### src/rtl/div_pkg.sv
`timescale 1ns/1ps
`default_nettype none
// ============================================================================
//  Module   : div_pkg
//  Purpose  : Shared encodings and constants for the sequential divider
//  Revision : 1.0  initial release
// ============================================================================
package div_pkg;

    localparam int DIV_XLEN    = 32;
    localparam int DIV_LATENCY = DIV_XLEN + 1;

    // funct3[1:0] of the RV32M divide group
    typedef enum logic [1:0] {
        DIV_OP_DIV  = 2'b00,
        DIV_OP_DIVU = 2'b01,
        DIV_OP_REM  = 2'b10,
        DIV_OP_REMU = 2'b11
    } div_op_e;

    typedef enum logic [1:0] {
        DIV_IDLE = 2'd0,
        DIV_CALC = 2'd1,
        DIV_FIN  = 2'd2
    } div_state_e;

    // Bit 0 clear selects the signed variants (DIV, REM)
    function automatic logic div_op_is_signed(input logic [1:0] op);
        return ~op[0];
    endfunction

    // Bit 1 set selects the remainder variants (REM, REMU)
    function automatic logic div_op_is_rem(input logic [1:0] op);
        return op[1];
    endfunction

endpackage
`default_nettype wire

### src/rtl/seq_divider_if.sv
`timescale 1ns/1ps
`default_nettype none
// ============================================================================
//  Module   : seq_divider_if
//  Purpose  : start/done request bus between the execute stage and divider
//  Revision : 1.0  initial release
// ============================================================================
interface seq_divider_if #(
    parameter int XLEN = 32
);
    logic            start;
    logic [1:0]      op;
    logic [XLEN-1:0] dividend;
    logic [XLEN-1:0] divisor;
    logic            busy;
    logic            done;
    logic [XLEN-1:0] result;

    modport master (
        output start, op, dividend, divisor,
        input  busy, done, result
    );

    modport slave (
        input  start, op, dividend, divisor,
        output busy, done, result
    );
endinterface
`default_nettype wire

### src/rtl/div_restore_step.sv
`timescale 1ns/1ps
`default_nettype none
// ============================================================================
//  Module   : div_restore_step
//  Purpose  : One combinational shift/compare/subtract step of restoring
//             division
//  Revision : 1.0  initial release
// ============================================================================
module div_restore_step #(
    parameter int XLEN = 32
) (
    input  wire logic [XLEN-1:0] i_rem,
    input  wire logic            i_q_msb,
    input  wire logic [XLEN-1:0] i_divisor_mag,
    output logic      [XLEN-1:0] o_rem,
    output logic                 o_q_bit
);

    logic [XLEN-1:0] w_shift;
    logic [XLEN:0]   w_diff;
    logic            w_ge;

    // Shift the next dividend bit in, then trial-subtract one bit wider so
    // the borrow acts as the compare. If the remainder's MSB is shifted out,
    // the true shifted value is at least 2^XLEN and therefore exceeds any
    // divisor; the low XLEN bits of the difference are still exact.
    always_comb begin
        w_shift = {i_rem[XLEN-2:0], i_q_msb};
        w_diff  = {1'b0, w_shift} - {1'b0, i_divisor_mag};
        w_ge    = i_rem[XLEN-1] | ~w_diff[XLEN];
        o_rem   = w_ge ? w_diff[XLEN-1:0] : w_shift;
        o_q_bit = w_ge;
    end

endmodule
`default_nettype wire

### src/rtl/seq_divider.sv
`timescale 1ns/1ps
`default_nettype none
// ============================================================================
//  Module   : seq_divider
//  Purpose  : Iterative radix-2 restoring divider for DIV/DIVU/REM/REMU,
//             fixed latency of XLEN+1 cycles from accept to done
//  Revision : 1.0  initial release
// ============================================================================
module seq_divider
    import div_pkg::*;
#(
    parameter int XLEN = DIV_XLEN
) (
    input  wire logic    clk,
    input  wire logic    rst_n,
    seq_divider_if.slave bus
);

    localparam int              c_CNT_W = $clog2(XLEN);
    localparam logic [c_CNT_W-1:0] c_LAST  = c_CNT_W'(XLEN - 1);
    localparam logic [XLEN-1:0] c_MIN   = {1'b1, {(XLEN-1){1'b0}}};

    div_state_e         r_state;
    logic [c_CNT_W-1:0] r_cnt;
    logic [1:0]         r_op;
    logic               r_neg_q;
    logic               r_neg_r;
    logic               r_div_zero;
    logic               r_ovf;
    logic [XLEN-1:0]    r_dvd;
    logic [XLEN-1:0]    r_dsr_mag;
    logic [XLEN-1:0]    r_rem;
    logic [XLEN-1:0]    r_quo;
    logic               r_busy;
    logic               r_done;
    logic [XLEN-1:0]    r_result;

    logic               w_signed;
    logic [XLEN-1:0]    w_dvd_mag;
    logic [XLEN-1:0]    w_dsr_mag;
    logic [XLEN-1:0]    w_rem_next;
    logic               w_q_bit;
    logic [XLEN-1:0]    w_fin_result;

    // Operand magnitudes for the accept edge; unsigned ops pass straight through
    always_comb begin
        w_signed  = div_op_is_signed(bus.op);
        w_dvd_mag = (w_signed && bus.dividend[XLEN-1]) ? -bus.dividend : bus.dividend;
        w_dsr_mag = (w_signed && bus.divisor[XLEN-1])  ? -bus.divisor  : bus.divisor;
    end

    div_restore_step #(
        .XLEN (XLEN)
    ) u_step (
        .i_rem         (r_rem),
        .i_q_msb       (r_quo[XLEN-1]),
        .i_divisor_mag (r_dsr_mag),
        .o_rem         (w_rem_next),
        .o_q_bit       (w_q_bit)
    );

    // Final result selection: the two architected corner cases are forced
    // explicitly, otherwise apply the sign fix-up to quotient or remainder
    always_comb begin
        w_fin_result = '0;
        if (r_div_zero) begin
            w_fin_result = div_op_is_rem(r_op) ? r_dvd : '1;
        end else if (r_ovf) begin
            w_fin_result = div_op_is_rem(r_op) ? '0 : c_MIN;
        end else if (div_op_is_rem(r_op)) begin
            w_fin_result = r_neg_r ? -r_rem : r_rem;
        end else begin
            w_fin_result = r_neg_q ? -r_quo : r_quo;
        end
    end

    // Control FSM and datapath registers; the quotient register starts as the
    // dividend magnitude and is shifted out MSB-first as quotient bits enter
    always_ff @(posedge clk or negedge rst_n) begin
        if (!rst_n) begin
            r_state    <= DIV_IDLE;
            r_cnt      <= '0;
            r_op       <= '0;
            r_neg_q    <= 1'b0;
            r_neg_r    <= 1'b0;
            r_div_zero <= 1'b0;
            r_ovf      <= 1'b0;
            r_dvd      <= '0;
            r_dsr_mag  <= '0;
            r_rem      <= '0;
            r_quo      <= '0;
            r_busy     <= 1'b0;
            r_done     <= 1'b0;
            r_result   <= '0;
        end else begin
            r_done <= 1'b0;
            case (r_state)
                DIV_IDLE: begin
                    if (bus.start) begin
                        r_state    <= DIV_CALC;
                        r_busy     <= 1'b1;
                        r_op       <= bus.op;
                        r_neg_q    <= w_signed & (bus.dividend[XLEN-1] ^ bus.divisor[XLEN-1]);
                        r_neg_r    <= w_signed & bus.dividend[XLEN-1];
                        r_div_zero <= (bus.divisor == '0);
                        r_ovf      <= w_signed && (bus.dividend == c_MIN) && (bus.divisor == '1);
                        r_dvd      <= bus.dividend;
                        r_dsr_mag  <= w_dsr_mag;
                        r_quo      <= w_dvd_mag;
                        r_rem      <= '0;
                        r_cnt      <= '0;
                    end
                end
                DIV_CALC: begin
                    r_rem <= w_rem_next;
                    r_quo <= {r_quo[XLEN-2:0], w_q_bit};
                    r_cnt <= r_cnt + c_CNT_W'(1);
                    if (r_cnt == c_LAST) begin
                        r_state <= DIV_FIN;
                    end
                end
                DIV_FIN: begin
                    r_result <= w_fin_result;
                    r_done   <= 1'b1;
                    r_busy   <= 1'b0;
                    r_state  <= DIV_IDLE;
                end
                default: begin
                    r_state <= DIV_IDLE;
                end
            endcase
        end
    end

    assign bus.busy   = r_busy;
    assign bus.done   = r_done;
    assign bus.result = r_result;

endmodule
`default_nettype wire

### src/flat_wrapper.sv
// flat-port wrapper written by rule: the top's interface ports become plain ports
module seq_divider_flat import div_pkg::*;
#(
    parameter int XLEN = DIV_XLEN
)
  (clk, rst_n, bus_start, bus_op, bus_dividend, bus_divisor, bus_busy, bus_done, bus_result);
  seq_divider_if #(.XLEN(XLEN)) bus_i ();
  input  wire logic clk;
  input  wire logic rst_n;
  input wire logic [$bits(bus_i.start)-1:0] bus_start;
  input wire logic [$bits(bus_i.op)-1:0] bus_op;
  input wire logic [$bits(bus_i.dividend)-1:0] bus_dividend;
  input wire logic [$bits(bus_i.divisor)-1:0] bus_divisor;
  output wire logic [$bits(bus_i.busy)-1:0] bus_busy;
  output wire logic [$bits(bus_i.done)-1:0] bus_done;
  output wire logic [$bits(bus_i.result)-1:0] bus_result;
  assign bus_i.start = bus_start;
  assign bus_i.op = bus_op;
  assign bus_i.dividend = bus_dividend;
  assign bus_i.divisor = bus_divisor;
  assign bus_busy = bus_i.busy;
  assign bus_done = bus_i.done;
  assign bus_result = bus_i.result;
  seq_divider #(.XLEN(XLEN)) u_core (.clk(clk), .rst_n(rst_n), .bus(bus_i));
endmodule
### config.mk
export PLATFORM = sky130hd
export DESIGN_NAME = seq_divider_flat
export DESIGN_NICKNAME = d
export VERILOG_FILES = /design/src/rtl/div_pkg.sv /design/src/rtl/seq_divider_if.sv /design/src/rtl/div_restore_step.sv /design/src/rtl/seq_divider.sv /design/src/flat_wrapper.sv
export SDC_FILE = /design/constraint.sdc
export NUM_CORES = 1
export LEC_CHECK = 0
export CAP_MARGIN = 25
export CORE_MARGIN = 4
export CORE_UTILIZATION = 45
export CTS_BUF_LIST = sky130_fd_sc_hd__clkbuf_4
export DETAILED_ROUTE_END_ITERATION = 16
export PLACE_DENSITY = 0.67
export SLEW_MARGIN = 20
export SYNTH_ARGS = -nofsm -noshare
export SYNTH_HDL_FRONTEND = slang
export SYNTH_SLANG_ARGS = --single-unit
### constraint.sdc
create_clock -name clk -period 2.8 [get_ports clk]
set_input_delay 0.56 -clock clk [delete_from_list [all_inputs] [get_ports clk]]
set_output_delay 0.56 -clock clk [all_outputs]
set_load 0.05 [all_outputs]
==> run_results.csv, run 1 <==
group,metric,value,unit
floorplan,fp-row-count,59,
synth,yosysMostFrequentCell,"nand2_1",
cts,cts_tree,"done",
place,hpwl,28.38,mm
synth,ys_seq_elements,174,
layout,fin_cells,2071,
synth,synth-edff-count,0,
power_and_ir_drop,p_int,9.871,mW
sta,setup_slack,-0.1235,ns
setup_path,crit_path_end,"u_core.r_rem[0]",
synth,synth_cell_types,73,
setup_path,crit_start,"u_core.r_dsr_mag[3]",
setup_path,arrival,3.47,ns
setup_path,critPathMaxFanout,4,
setup_path,path_class,"register to register",
routing,wl_per_cell,18.58,um
sta,setup_viol,26,
power_and_ir_drop,p_sw_frac,0.4752,
setup_path,cp_slowest_cell,"dfrtp_1",
place,dpl_cell_area,0.01463,sq mm
power_and_ir_drop,seqPwrFrac,0.246,
cts,clock_path_buffers,2,
setup_path,r2r-start,"u_core.r_dsr_mag[3]",
setup_path,r2r_end,"u_core.r_rem[0]",
synth,yosys_warnings,0,
routing,viasPerCell,5.828,
floorplan,ios,103,
synth,synthArstFlopShare,1.000,
routing,drt_iter0_drc,1022,
routing,drc_errors,0,
status,status,"finished, violations left",
sta,rsz0062_at_grt,"yes",
synth,synth_top_cell_by_area,"dfrtp_1",
sta,finalHoldViolations,0,
routing,first_pass_iters,8,
setup_path,reg2reg_slack,-0.12,ns
power_and_ir_drop,clkPwrFrac,0.078,
layout,fillers,2385,
layout,area_growth,27.77,%
status,violations,"setup timing",
place,dp_cells,2023,
cts,clkTransAtPathRegs,0.17,ns
setup_path,path_buf_inv,3,
routing,ant_nets,0,
sta,period_needed,2.923,ns
setup_path,cpPeakStageDelay,0.45,ns
global_routing,grt_max_degree,66,
setup_path,rr_worst_depth,13,
sta,worst-slew-pin-transition,0.9853,ns
synth,synth_commonest_cells,"nand2_1, dfrtp_1, o21ai_0",
sta,slew_headroom,0.3381,
global_routing,grt_pass1_vias,11520,
cts,clkLatencyLatePin,0.64,ns
sta,clock.fmax,342.1,MHz
power_and_ir_drop,p_comb_frac,0.676,
power_and_ir_drop,p_total,18.81,mW
cts,numCtsBuffers,17,
floorplan,core,0.02613,sq mm
synth,synth_flop_cell,"dfrtp_1",
synth,syn_nets,1592,
cts,htreeDepth,4,
sta,fin_crit_sh,1.044,
place,place_congestion,0.9271,
global_routing,grt_antenna_before_repair,1,
power_and_ir_drop,leakage,6.632,nW
synth,avgSynthCellArea,8.091,sq um
setup_path,cp.depth,13,
power_and_ir_drop,peakVddDrop,0.6072,mV
global_routing,grt_usage,0.2577,
floorplan,die_x,171.3,um
setup_path,path_cells,"inv_1, ha_1, o211ai_1, a21oi_4, o21ba_4, o211ai_1, nand3_2, a21o_4, buf_4, nor2_1, a21oi_1, buf_4, a22o_1",
layout,multiInputGateArea,0.007391,sq mm
floorplan,die_h,171.3,um
sta,skew,0.02895,ns
layout,nNetsFinal,1831,
setup_path,cp-start-kind,"register",
setup_path,cp-end-kind,"register",
synth,yosysSeqAreaShare,0.3629,
layout,utilization,0.5867,
flow_run,cap_violations,0,
worst_hold_path,hold_class,"input pin to async pin",
setup_path,critPathTopFamily,"compound AO/OA/AOI/OAI gates",
floorplan,initial_core_util,0.4592,
place,portBuffers,102,
synth,syn_inst,1483,
power_and_ir_drop,p_switching,8.939,mW
synth,yosysTopAreaCellShare,0.3629,
layout,drive_gt1_frac,0.1723,
sta,drv_slew,0,
synth,syn_area,0.01200,sq mm
layout,ff_latch_area,0.004358,sq mm
routing,routed_wl,38.48,mm
cts,cts_sinks,174,
routing,vias,12070,
global_routing,grt_pass1_wl,60.70,mm
global_routing,grt_overflow,0,
layout,final_cell_area,0.01533,sq mm
floorplan,die_area,0.02934,sq mm
power_and_ir_drop,power_density,1227,mW/mm^2
sta,setup_tns,-1.351,ns
setup_path,required,3.35,ns
cts,root_buffer,"clkbuf_4",
synth,yosys-top-cells-area,"dfrtp_1, nand2_1, xnor2_1, xor2_1, o21ai_0",
==> kinds of logic after synthesis <==
kind of cell | count (synthesis) | share of synthesized area
fa+ha+maj | 40 | 0.04234
simple gates | 489 | 0.1874
xor+xnor | 144 | 0.1051
mux | 13 | 0.01084
compound gates | 478 | 0.2456
buf+inv | 145 | 0.04588
flops | 174 | 0.3629
==> power by group through the flow <==
stage	combinational, mW	clock, mW	sequential (mW)
after floorplan	7.79	0	4.46
after global placement	11.3	0	4.60
after detailed placement	11.5	0	4.62
after CTS	12.2	1.50	4.58
after global routing	13.9	1.59	4.74
final	12.7	1.47	4.63
==> routing by layer <==
metal  share of wire  GRT usage
met2            0.48     0.4261
met4           0.021    0.06821
met3           0.053    0.03884
met5               0          0
met1            0.45     0.3559
==> layout make-up <==
cell class,instances,area share
inverters,61,0.01494
diodes,1,0.0001632
repair buffers,304,0.1736
clock inverters,15,0.009304
multi-input cells,1164,0.4821
clock buffers,17,0.008324
flip-flops and latches,174,0.2843
well taps,335,0.02734
==> layout by cell type, fill, tap and decap left out, types with 17 or more instances in the layout <==
cell,n
ha_1,33
dfrtp_1,171
o22ai_1,28
clkbuf_4,17
a22oi_1,22
o211ai_1,17
o21ai_0,99
a21oi_1,85
xnor2_1,73
buf_4,191
nand2_1,275
inv_1,58
clkdlybuf4s50_1,101
nor2_1,77
xor2_1,71
a21o_1,19
o31ai_1,22
o21ai_1,80
==> flip-flops by register name, summed over array words and instances, names as in the netlist <==
name and cells:
u_core.r_op 1, u_core.r_rem 32, u_core.r_quo 32, u_core.r_cnt 5
u_core.r_neg_q 1, u_core.r_neg_r 1, u_core.bus.done 1, u_core.r_dvd 32
u_core.r_ovf 1, u_core.r_state 2, u_core.bus.busy 1, u_core.r_div_zero 1
u_core.r_dsr_mag 32, u_core.bus.result 32
==> through the flow <==
stage	hold WS [ns]	setup WS (ns)
after global placement	0.4545	-0.4869
after floorplan	0.2644	0.01352
after CTS	0.4892	-0.05420
final	0.4733	-0.1235
after detailed placement	0.4589	-0.5144
after global routing	0.5022	-0.2079
==> worst reg2reg max path: stages (launching register included) <==
cell,delay [ns]
dfrtp_1,0.45
inv_1,0.07
ha_1,0.34
o211ai_1,0.31
a21oi_4,0.06
o21ba_4,0.25
o211ai_1,0.27
nand3_2,0.17
a21o_4,0.28
buf_4,0.15
nor2_1,0.13
a21oi_1,0.07
buf_4,0.14
a22o_1,0.17
==> how the worst min path moves through the flow <==
stage | cells past startpoint | from | to | slack, ns
CTS | 2 | rst_n | u_core.r_dsr_mag[14] | 0.49
detailed placement | 2 | u_core.r_dvd[24] | u_core.r_dvd[24] | 0.46
global route | 3 | bus_dividend[24] | u_core.r_dvd[24] | 0.50
finish | 2 | rst_n | u_core.r_dsr_mag[15] | 0.47
global placement | 2 | u_core.bus.result[20] | u_core.bus.result[20] | 0.45
floorplan | 0 | rst_n | u_core.bus.busy | 0.26
==> repair_timing <==
item	4_1_cts	5_1_grt
hold endpoints to repair	60	0
endpoints found under the setup margin	41	39
cloned	1	1
pin swaps	13	11
resized for setup	34	17
buffers inserted	11	1
hold buffers	1	0
Power figures use the tool's default switching activity.
==> run 2: changes to the inputs <==
--- a/config.mk
+++ b/config.mk
@@ -6,11 +6,12 @@
 export NUM_CORES = 1
 export LEC_CHECK = 0
 export CAP_MARGIN = 25
-export CORE_MARGIN = 4
-export CORE_UTILIZATION = 45
+export CORE_MARGIN = 2
+export CORE_UTILIZATION = 55
 export CTS_BUF_LIST = sky130_fd_sc_hd__clkbuf_4
 export DETAILED_ROUTE_END_ITERATION = 16
-export PLACE_DENSITY = 0.67
+export PLACE_DENSITY = 0.79
+export SKIP_LAST_GASP = 1
 export SLEW_MARGIN = 20
 export SYNTH_ARGS = -nofsm -noshare
 export SYNTH_HDL_FRONTEND = slang
==> run_results.csv, run 2 (synthesis results as in run 1) <==
group,metric,value,unit
global_routing,grt_antenna_before_repair,1,
sta,fin_crit_sh,1.043,
status,violations,"setup timing",
setup_path,cp-start-kind,"register",
sta,hold_ws,0.4413,ns
layout,drive_gt1_frac,0.1684,
flow_run,cap_violations,0,
routing,routed_wl,37.99,mm
place,place_congestion,0.9210,
power_and_ir_drop,power_density,1261,mW/mm^2
sta,clock.fmax,342.3,MHz
routing,first_pass_iters,6,
layout,area_growth,27.45,%
routing,vias,12250,
routing,wl_per_cell,18.91,um
layout,nNetsFinal,1825,
floorplan,die_area,0.02301,sq mm
place,post-place-ws,-0.4884,ns
floorplan,initial_core_util,0.5550,
cts,clkTransAtPathRegs,0.16,ns
sta,finalHoldViolations,0,
sta,skew,0.03631,ns
global_routing,grt_overflow,0,
cts,cts_sinks,174,
routing,ant_nets,0,
setup_path,path_class,"register to register",
setup_path,critPathMaxFanout,4,
floorplan,die_h,151.7,um
global_routing,grt_usage,0.3244,
sta,setup_slack,-0.1213,ns
layout,final_cell_mix,"nand2_1, buf_4, dfrtp_1, clkdlybuf4s50_1, o21ai_0",
routing,drt_iter0_drc,1298,
layout,final_cell_area,0.01529,sq mm
global_routing,grt_pass1_wl,58.54,mm
sta,rsz0062_at_grt,"yes",
cts,clkLatencyLatePin,0.62,ns
setup_path,cp-end-kind,"register",
global_routing,grt_pass1_vias,11450,
floorplan,die_x,151.7,um
global_routing,grt_use_met2,0.5180,
sta,worst-slew-pin-transition,1.050,ns
sta,slew_headroom,0.2946,
layout,final_common_cell,"nand2_1",
place,dpl_cell_area,0.01449,sq mm
setup_path,required,3.33,ns
layout,fillers,1741,
floorplan,fp-row-count,54,
global_routing,grtUsageMet3,0.04341,
routing,viasPerCell,6.100,
sta,setup_viol,13,
cts,root_buffer,"clkbuf_4",
place,portBuffers,102,
cts,clock_path_buffers,2,
worst_hold_path,hold_class,"input pin to async pin",
global_routing,grt_max_degree,117,
sta,period_needed,2.921,ns
layout,utilization,0.7073,
floorplan,ios,103,
global_routing,use_met1,0.4431,
routing,drc_errors,0,
sta,drv_slew,0,
power_and_ir_drop,p_total,19.29,mW
power_and_ir_drop,leakage,6.625,nW
cts,numCtsBuffers,17,
cts,cts_tree,"done",
floorplan,core,0.02162,sq mm
cts,htreeDepth,4,
setup_path,arrival,3.45,ns
place,hpwl,27.29,mm
status,status,"finished, violations left",
power_and_ir_drop,peakVddDrop,0.6723,mV
global_routing,grt.busiest_layer,"met2",
[run 2: path summary, 6_finish.rpt]
path,end,depth (start not counted),from,slack (ns)
setup / recovery,u_core.bus.result[28],10,u_core.r_rem[0],-0.12
hold / removal,u_core.r_rem[7],2,rst_n,0.44
setup reg to reg,u_core.bus.result[28],10,u_core.r_rem[0],-0.12
hold reg to reg,u_core.bus.result[7],2,u_core.bus.result[7],0.50
max in group asynchronous,u_core.r_dsr_mag[2],3,rst_n,1.47
min in group clk,u_core.bus.result[7],2,u_core.bus.result[7],0.50
[run 2: per-layer routing]
layer,wire (um),vias up,share of wire
met5,0,-,0
met4,1384,0,0.036
met3,2766,106,0.073
met2,17890,575,0.47
met1,15950,5850,0.42
li1,-,5723,-
[run 2: critical path, cell delays in order, from the launching register on]
cell and delay [ns]:
dfrtp_1 0.47, inv_2 0.14, ha_4 0.14, or3b_4 0.39, nor4_4 0.26, nand3_2 0.14, or4_4 0.51, o41ai_4 0.32
xor2_1 0.18, o21ai_1 0.09, o22a_1 0.19
[run 2: repair_timing]
item                                    4_1_cts  5_1_grt
endpoints found under the hold margin        49        0
pin swaps                                     9       31
gates cloned                                  1        2
hold buffers                                  1        0
buffers inserted                              5        8
endpoints found under the setup margin       40       37
gates resized for setup                      17       45
[run 2: layout make-up]
cell class | instances | area, sq um | share of cell area
antenna | 1 | 2.502 | 0.0001636
clock buffer | 17 | 127.6 | 0.008346
clock inverter | 14 | 175.2 | 0.01145
inverter | 61 | 229.0 | 0.01497
multi-input combinational | 1164 | 7420 | 0.4852
sequential | 174 | 4355 | 0.2848
tap | 280 | 350.3 | 0.02291
timing repair buffer | 298 | 2633 | 0.1721
[run 2: through the flow]
stage	TNS [ns]	std cells
after CTS	-0.6225	1998
after detailed placement	-7.614	1960
after floorplan	0	1483
after global placement	-5.752	1960
final	-0.6973	2009
after global routing	-3.269	2009
[run 2: power by group]
part           leakage [nW]  internal, mW  total, mW  switching (mW)
Clock                 0.160         0.630       1.64            1.01
Sequential             2.12          3.58       4.73            1.16
Combinational          4.35          6.00       12.9            6.92
Total                  6.62          10.2       19.3            9.08
